**src/rtl/bch_pkg.sv**
```systemverilog
// ---------------------------------------------------------------------------
// bch_pkg
// Shared constants and types for the BCH(63,51) transmit path.
//   BCH_N / BCH_K / BCH_R : codeword length, data length, parity length
//   bch_sched_state_t     : scheduler FSM states
// ---------------------------------------------------------------------------
package bch_pkg;

  localparam int BCH_N = 63;
  localparam int BCH_K = 51;
  localparam int BCH_R = 12;

  typedef enum logic [1:0] {
    IDLE  = 2'd0,
    SHIFT = 2'd1,
    DRAIN = 2'd2
  } bch_sched_state_t;

endpackage

```
**src/rtl/bch_tx_scheduler_rr_arbiter.sv**
```systemverilog
// ---------------------------------------------------------------------------
// rr_arbiter
// Purely combinational requester selection for the BCH scheduler.
//   req     in   N_REQ  request vector
//   ptr     in   PTR_W  round-robin search start index (0..N_REQ-1)
//   en      in   1      grant enable; gnt is all-zero when low
//   gnt     out  N_REQ  one-hot grant
//   gnt_idx out  PTR_W  index of the selected requester (valid when |gnt)
// Build option BCH_SCHED_PRIORITY_EN: when defined, lowest asserted index
// always wins and ptr is ignored; otherwise round-robin starting at ptr.
// ---------------------------------------------------------------------------
module rr_arbiter #(
  parameter int N_REQ = 2,
  parameter int PTR_W = (N_REQ > 1) ? $clog2(N_REQ) : 1
) (
  input  logic [N_REQ-1:0] req,
  input  logic [PTR_W-1:0] ptr,
  input  logic             en,
  output logic [N_REQ-1:0] gnt,
  output logic [PTR_W-1:0] gnt_idx
);

  logic [N_REQ-1:0] gnt_raw;

`ifdef BCH_SCHED_PRIORITY_EN
  logic ptr_unused;
  assign ptr_unused = ^ptr;

  // Scan from the top down so the lowest asserted index is the last write.
  always_comb begin
    gnt_raw = '0;
    gnt_idx = '0;
    for (int k = N_REQ - 1; k >= 0; k--) begin
      if (req[k]) begin
        gnt_raw    = '0;
        gnt_raw[k] = 1'b1;
        gnt_idx    = PTR_W'(k);
      end
    end
  end
`else
  logic [PTR_W:0]   cand_wide;
  logic [PTR_W-1:0] cand;
  logic             found;

  // Visit ptr, ptr+1, ... wrapping at N_REQ; the first asserted one wins.
  always_comb begin
    gnt_raw   = '0;
    gnt_idx   = '0;
    found     = 1'b0;
    cand_wide = '0;
    cand      = '0;
    for (int k = 0; k < N_REQ; k++) begin
      cand_wide = {1'b0, ptr} + (PTR_W+1)'(k);
      if (cand_wide >= (PTR_W+1)'(N_REQ)) begin
        cand_wide = cand_wide - (PTR_W+1)'(N_REQ);
      end
      cand = cand_wide[PTR_W-1:0];
      if (!found && req[cand]) begin
        found         = 1'b1;
        gnt_raw[cand] = 1'b1;
        gnt_idx       = cand;
      end
    end
  end
`endif

  assign gnt = en ? gnt_raw : '0;

endmodule

```
**src/rtl/bch_tx_scheduler.sv**
```systemverilog
// ---------------------------------------------------------------------------
// bch_tx_scheduler
// Shares one serial BCH(63,51) encoder between N_REQ block requesters:
// grants one requester per codeword, shifts its 51-bit block MSB-first into
// the encoder, then forwards the 63 encoded bits with sof/eof and owner id.
//   clk           in   system clock
//   rst           in   asynchronous active-low reset
//   req_valid     in   N_REQ       requester i has a block ready
//   req_data      in   N_REQ*51    block i at [i*51 +: 51], bit 50 first
//   req_ready     out  N_REQ       one-hot grant/accept strobe (IDLE only)
//   enc_valid     out  data bit valid toward encoder
//   enc_bit       out  data bit toward encoder
//   enc_ready_in  in   encoder accepts a data bit
//   enc_ready_out out  downstream ready forwarded to the encoder (= m_ready)
//   enc_out_valid in   encoder output bit valid
//   enc_out_bit   in   encoder output bit
//   m_valid/m_bit out  encoded stream downstream
//   m_ready       in   downstream accepts bit
//   m_sof/m_eof   out  first / 63rd bit of the codeword
//   m_id          out  ID_W  requester owning the current codeword
//   err_stray     out  sticky: encoder output seen while IDLE
// Build option BCH_SCHED_PRIORITY_EN selects fixed priority arbitration
// (handled inside rr_arbiter); default is round-robin.
// ---------------------------------------------------------------------------
module bch_tx_scheduler
  import bch_pkg::*;
#(
  parameter int N_REQ = 2,
  parameter int ID_W  = 3
) (
  input  logic                   clk,
  input  logic                   rst,
  input  logic [N_REQ-1:0]       req_valid,
  input  logic [N_REQ*BCH_K-1:0] req_data,
  output logic [N_REQ-1:0]       req_ready,
  output logic                   enc_valid,
  output logic                   enc_bit,
  input  logic                   enc_ready_in,
  output logic                   enc_ready_out,
  input  logic                   enc_out_valid,
  input  logic                   enc_out_bit,
  output logic                   m_valid,
  output logic                   m_bit,
  input  logic                   m_ready,
  output logic                   m_sof,
  output logic                   m_eof,
  output logic [ID_W-1:0]        m_id,
  output logic                   err_stray
);

  localparam int         PTR_W    = (N_REQ > 1) ? $clog2(N_REQ) : 1;
  localparam logic [5:0] IN_LAST  = 6'(BCH_K - 1);
  localparam logic [5:0] OUT_LAST = 6'(BCH_N - 1);

  bch_sched_state_t state_reg;
  logic [BCH_K-1:0] sh_reg;
  logic [5:0]       in_cnt_reg;
  logic [5:0]       out_cnt_reg;
  logic [PTR_W-1:0] ptr_reg;
  logic [ID_W-1:0]  id_reg;
  logic             err_reg;

  logic [BCH_K-1:0] req_word [N_REQ];
  logic [N_REQ-1:0] gnt;
  logic [PTR_W-1:0] gnt_idx;
  logic [PTR_W-1:0] ptr_next;
  logic             arb_en;
  logic             busy;
  logic             grant_hs;
  logic             in_hs;
  logic             out_hs;

  genvar gi;
  generate
    for (gi = 0; gi < N_REQ; gi++) begin : g_unpack
      assign req_word[gi] = req_data[gi*BCH_K +: BCH_K];
    end
  endgenerate

  // Gating with rst keeps req_ready low while reset is asserted, even though
  // the state is already IDLE then.
  assign arb_en = (state_reg == IDLE) && rst;

  rr_arbiter #(
    .N_REQ (N_REQ),
    .PTR_W (PTR_W)
  ) u_arb (
    .req     (req_valid),
    .ptr     (ptr_reg),
    .en      (arb_en),
    .gnt     (gnt),
    .gnt_idx (gnt_idx)
  );

  assign req_ready = gnt;
  assign grant_hs  = |gnt;  // gnt only ever selects an asserted request
  assign ptr_next  = (gnt_idx == PTR_W'(N_REQ - 1)) ? '0 : gnt_idx + 1'b1;

  assign busy          = (state_reg != IDLE);
  assign enc_valid     = (state_reg == SHIFT);
  assign enc_bit       = enc_valid & sh_reg[BCH_K-1];
  assign in_hs         = enc_valid & enc_ready_in;
  assign enc_ready_out = m_ready;

  // Encoder output is only forwarded while a codeword is owned.
  assign m_valid   = busy & enc_out_valid;
  assign m_bit     = busy & enc_out_bit;
  assign out_hs    = m_valid & m_ready;
  assign m_sof     = busy && (out_cnt_reg == 6'd0);
  assign m_eof     = busy && (out_cnt_reg == OUT_LAST);
  assign m_id      = id_reg;
  assign err_stray = err_reg;

  always_ff @(posedge clk or negedge rst) begin
    if (!rst) begin
      state_reg   <= IDLE;
      sh_reg      <= '0;
      in_cnt_reg  <= '0;
      out_cnt_reg <= '0;
      ptr_reg     <= '0;
      id_reg      <= '0;
      err_reg     <= 1'b0;
    end else begin
      if (!busy && enc_out_valid) begin
        err_reg <= 1'b1;
      end

      case (state_reg)
        IDLE: begin
          if (grant_hs) begin
            sh_reg      <= req_word[gnt_idx];
            id_reg      <= ID_W'(gnt_idx);
            in_cnt_reg  <= '0;
            out_cnt_reg <= '0;
            ptr_reg     <= ptr_next;
            state_reg   <= SHIFT;
          end
        end
        SHIFT: begin
          if (in_hs) begin
            sh_reg <= {sh_reg[BCH_K-2:0], 1'b0};
            if (in_cnt_reg == IN_LAST) begin
              state_reg <= DRAIN;
            end else begin
              in_cnt_reg <= in_cnt_reg + 6'd1;
            end
          end
        end
        DRAIN: begin
          if (out_hs && (out_cnt_reg == OUT_LAST)) begin
            state_reg <= IDLE;
          end
        end
        default: state_reg <= IDLE;
      endcase

      // out_hs is never true in IDLE, so this cannot collide with the clear.
      if (out_hs && (out_cnt_reg != OUT_LAST)) begin
        out_cnt_reg <= out_cnt_reg + 6'd1;
      end
    end
  end

endmodule

```
**config.mk**
```make
export PLATFORM = sky130hd
export DESIGN_NAME = bch_tx_scheduler
export DESIGN_NICKNAME = d
export VERILOG_FILES = /design/src/rtl/bch_pkg.sv /design/src/rtl/bch_tx_scheduler_rr_arbiter.sv /design/src/rtl/bch_tx_scheduler.sv
export SDC_FILE = /design/constraint.sdc
export NUM_CORES = 1
export LEC_CHECK = 0
export ABC_AREA = 0
export BUFFER_PORTS_ARGS = -buffer_cell sky130_fd_sc_hd__buf_2
export CAP_MARGIN = 20
export CORE_MARGIN = 2
export CORE_UTILIZATION = 50
export CTS_CLUSTER_DIAMETER = 200
export DETAILED_ROUTE_END_ITERATION = 10
export GPL_TIMING_DRIVEN = 0
export PLACE_DENSITY = 0.78
export SKIP_CTS_REPAIR_TIMING = 1
export SLEW_MARGIN = 10
export SYNTH_ARGS = -nofsm -noshare
export SYNTH_HDL_FRONTEND = slang
export SYNTH_SLANG_ARGS = --single-unit
```
**constraint.sdc**
```tcl
create_clock -name clk -period 4.26 [get_ports clk]
set_input_delay 0 -clock clk [delete_from_list [all_inputs] [get_ports clk]]
set_output_delay 0 -clock clk [all_outputs]
set_load 0.05 [all_outputs]
```
==> results.toml <==
[grt]
grt_max_degree = 51
track_usage_pct = 24.2
gr-total-overflow = 0
antenna_found_initial = 0
grt_pass1_vias = 3765
grt_pass1_wl_um = 17000

[timing]
timing.final.ws_setup_ns = 2.02
totalNegativeSetupSlack_ns = 0
clock.fmax_mhz = 446
tightest_slew_ns = 0.617
period_needed_ns = 2.24
hold_viol_final = 0
slew-limit-headroom_pct = 58.8
clock_skew_ns = 0.00840
setup_viol = 0
drv_slew = 0
hold_ws_ns = 0.0258
fin_crit_sh_pct = 52.6
rsz0062_at_grt = "no"

[synth]
synth_top_family_by_area = "compound AO/OA/AOI/OAI gates"
ys.warnings.count = 0
synth_top_area_share_pct = 41.8
syn-cell-area_um2 = 4070
synth-compound-area-share_pct = 17.9
syn_inst = 451
synth_top_flop_cell = "dfrtp_1"
ys_ff_latch = 68
synth_edf_count = 0
synth_top_cell_by_area = "dfrtp_1"
synthXorXnorAreaFrac_pct = 0.860
synth-adder-area-share_pct = 1.54
ys_top_cells_by_area = "dfrtp_1 42%, mux2_2 11%, a31oi_1 7.8%"
synth-simple-area-share_pct = 17.5
synth_area_per_cell_um2 = 9.03
synth_cell_types = 39
async_reset_ff_share_pct = 100
ys_seq_area_share_pct = 41.8
synth.area.mux_share_pct = 14.4

[die]
die_w_um = 94.3
die_y_um = 94.3
rows = 32
design.core.area_um2 = 7810
initial_core_util_pct = 52.2
ios = 123
dieArea_um2 = 8880

[routing]
drc_errors = 0
post_drt_wl_per_cell_um = 15.3
via_per_inst = 5.73
vias = 3961
first_pass_iters = 5
final_antenna_net_count = 0
initialDrtViolationCount = 218
routed_wl_um = 10600

[layout]
postLayoutCoreUtil_pct = 64.7
final_nets = 700
largest_register_ffs = 51
drive_above_1_share_pct = 32.9
fin_cells = 691
syn_to_final_growth_pct = 24.1
antennaDiodeCount = 0

[run]
drv_cap = 0

[hold_path]
hold_path_end = "state_reg[1]"
worstHoldStart = "enc_ready_in"
holdPathStages = 3
holdCritPathClass = "in -> reg"

[status]
status = "finished, final reports clean"

[critical_path]
cp_slowest_cell = "dlygate4sd3_1"
rr_startpoint = "state_reg[1]"
crit_path_end_kind = "register"
cp_data_required_time_ns = 4.48
critPathLaunchType = "input pin"
cp_max_fo = 50
cp.arrival_ns = 2.46
slowest_delay_ns = 0.53
cp-startpoint = "rst"
crit_path_cell_trace = "dlygate4sd3_1, buf_4, buf_16, or3b_1, a21oi_4, buf_6, mux2_2"
r2r_end = "out_cnt_reg[2]"
critical_path_class = "in -> reg"
reg2reg_depth = 5
r2r_slack_ns = 2.30

[clock_network]
clock_sinks = 68
tritoncts = "yes"
cts_root_buf = "clkbuf_8"
clk_pin_slew_worst_paths_ns = 0.07
cts_buffers = 9
clock_latency_ns = 0.34
ctsLongestPathBuffers = 2
cts_max_level = 3

[power]
power.leakage_nw = 2.24
p_int_w = 0.00177
p_sw_w = 0.000986
netSwitchingFraction_pct = 35.7
peakVddDrop_uv = 270
power_frac_clock_pct = 19.8
p_seq_share_pct = 40.3
share_comb_of_total_power_pct = 39.9
power_density_nw_per_um2 = 546

[placed_design]
place_congestion = 0.857
dpl_worst_slack_ns = 2.18
dpl.hpwl_um = 7730
io_buffers = 119
dp.cells = 674
power groups by stage:
| stage | logic (W) | clock network (W) | registers (W) |
|---|---|---|---|
| after CTS | 0.00110 | 0.000555 | 0.00111 |
| after floorplan | 0.000826 | 0 | 0.00108 |
| final | 0.00110 | 0.000545 | 0.00111 |
| after global routing | 0.00123 | 0.000580 | 0.00115 |
| after detailed placement | 0.00110 | 0 | 0.00112 |
| after global placement | 0.00106 | 0 | 0.00110 |
worst max-delay path, delay by kind of cell:
kind | cells | cell delay (ns)
buffers and inverters | 4 | 1.32
AOI/OAI and AO/OA | 1 | 0.33
and+or+nand+nor | 1 | 0.43
muxes | 1 | 0.35
logic make-up (layout without fill, tap and decap cells):
kind of cell,count (synthesis),count (layout)
compound gates,123,123
xor+xnor,4,4
flops,68,68
other cells,1,2
simple gates,150,150
mux,52,52
buf+inv,48,185
fa+ha+maj,5,5
metrics by stage:
stage               total power, W  cell area (µm²)
floorplan                  0.00191             4080
global placement           0.00215             4800
detailed placement         0.00222             4830
CTS                        0.00277             5030
global route               0.00296             5050
finish                     0.00276             5050
worst max-delay path by stage:
| stage | end | slack [ns] | cells after the start |
|---|---|---|---|
| 4_1_cts | m_sof | 2.18 | 5 |
| 5_1_grt | req_ready[1] | 1.84 | 6 |
| 3_3_place_gp | sh_reg[3] | 1.58 | 5 |
| 3_5_place_dp | sh_reg[3] | 2.18 | 6 |
| 6_report | sh_reg[3] | 2.02 | 7 |
| 2_1_floorplan | m_id[0] | 1.91 | 4 |
final cells by class:
type                    count  area [µm²]
multi-input cells         336        2130
well taps                 102         128
clock buffers              14         173
plain buffers              43         223
inverters                   5        18.8
clock inverters             1        30.0
flip-flops and latches     68        1700
fillers                   678        2760
repair buffers            122         646
synthesized netlist by cell type, drive strengths merged, types with 2 or more instances:
cell type and count:
or3b 2, a21o 3, a211o 3, inv 5, a22o 2, xnor2 4, o21ai 54, nor2b 4
dfrtp 68, nand3 57, a31oi 51, a21oi 5, nand2b 2, ha 5, buf 16, clkbuf 27
and3 4, nor2 61, nand2 7, nor3 7, mux2 52
layer usage:
metal / track usage, % / wire length, µm / vias to the layer above
met1: 31.8 / 4550 / 1912
met2: 40.5 / 5250 / 131
met3: 4.25 / 639 / 12
met5: 0 / 0 / -
li1: - / - / 1906
met4: 7.97 / 124 / 0
cell usage in the layout (no fill, tap or decap), drive strengths merged, types with 2 or more instances in the layout:
| cell type | instances |
|---|---|
| a211o | 3 |
| a21o | 3 |
| a21oi | 5 |
| a22o | 2 |
| a31oi | 51 |
| and3 | 4 |
| buf | 136 |
| clkbuf | 41 |
| conb | 2 |
| dfrtp | 68 |
| dlygate4sd3 | 2 |
| ha | 5 |
| inv | 5 |
| mux2 | 52 |
| nand2 | 7 |
| nand2b | 2 |
| nand3 | 57 |
| nor2 | 61 |
| nor2b | 4 |
| nor3 | 7 |
| o21ai | 54 |
| or3b | 2 |
| xnor2 | 4 |
(Power assumes the default switching activity.)
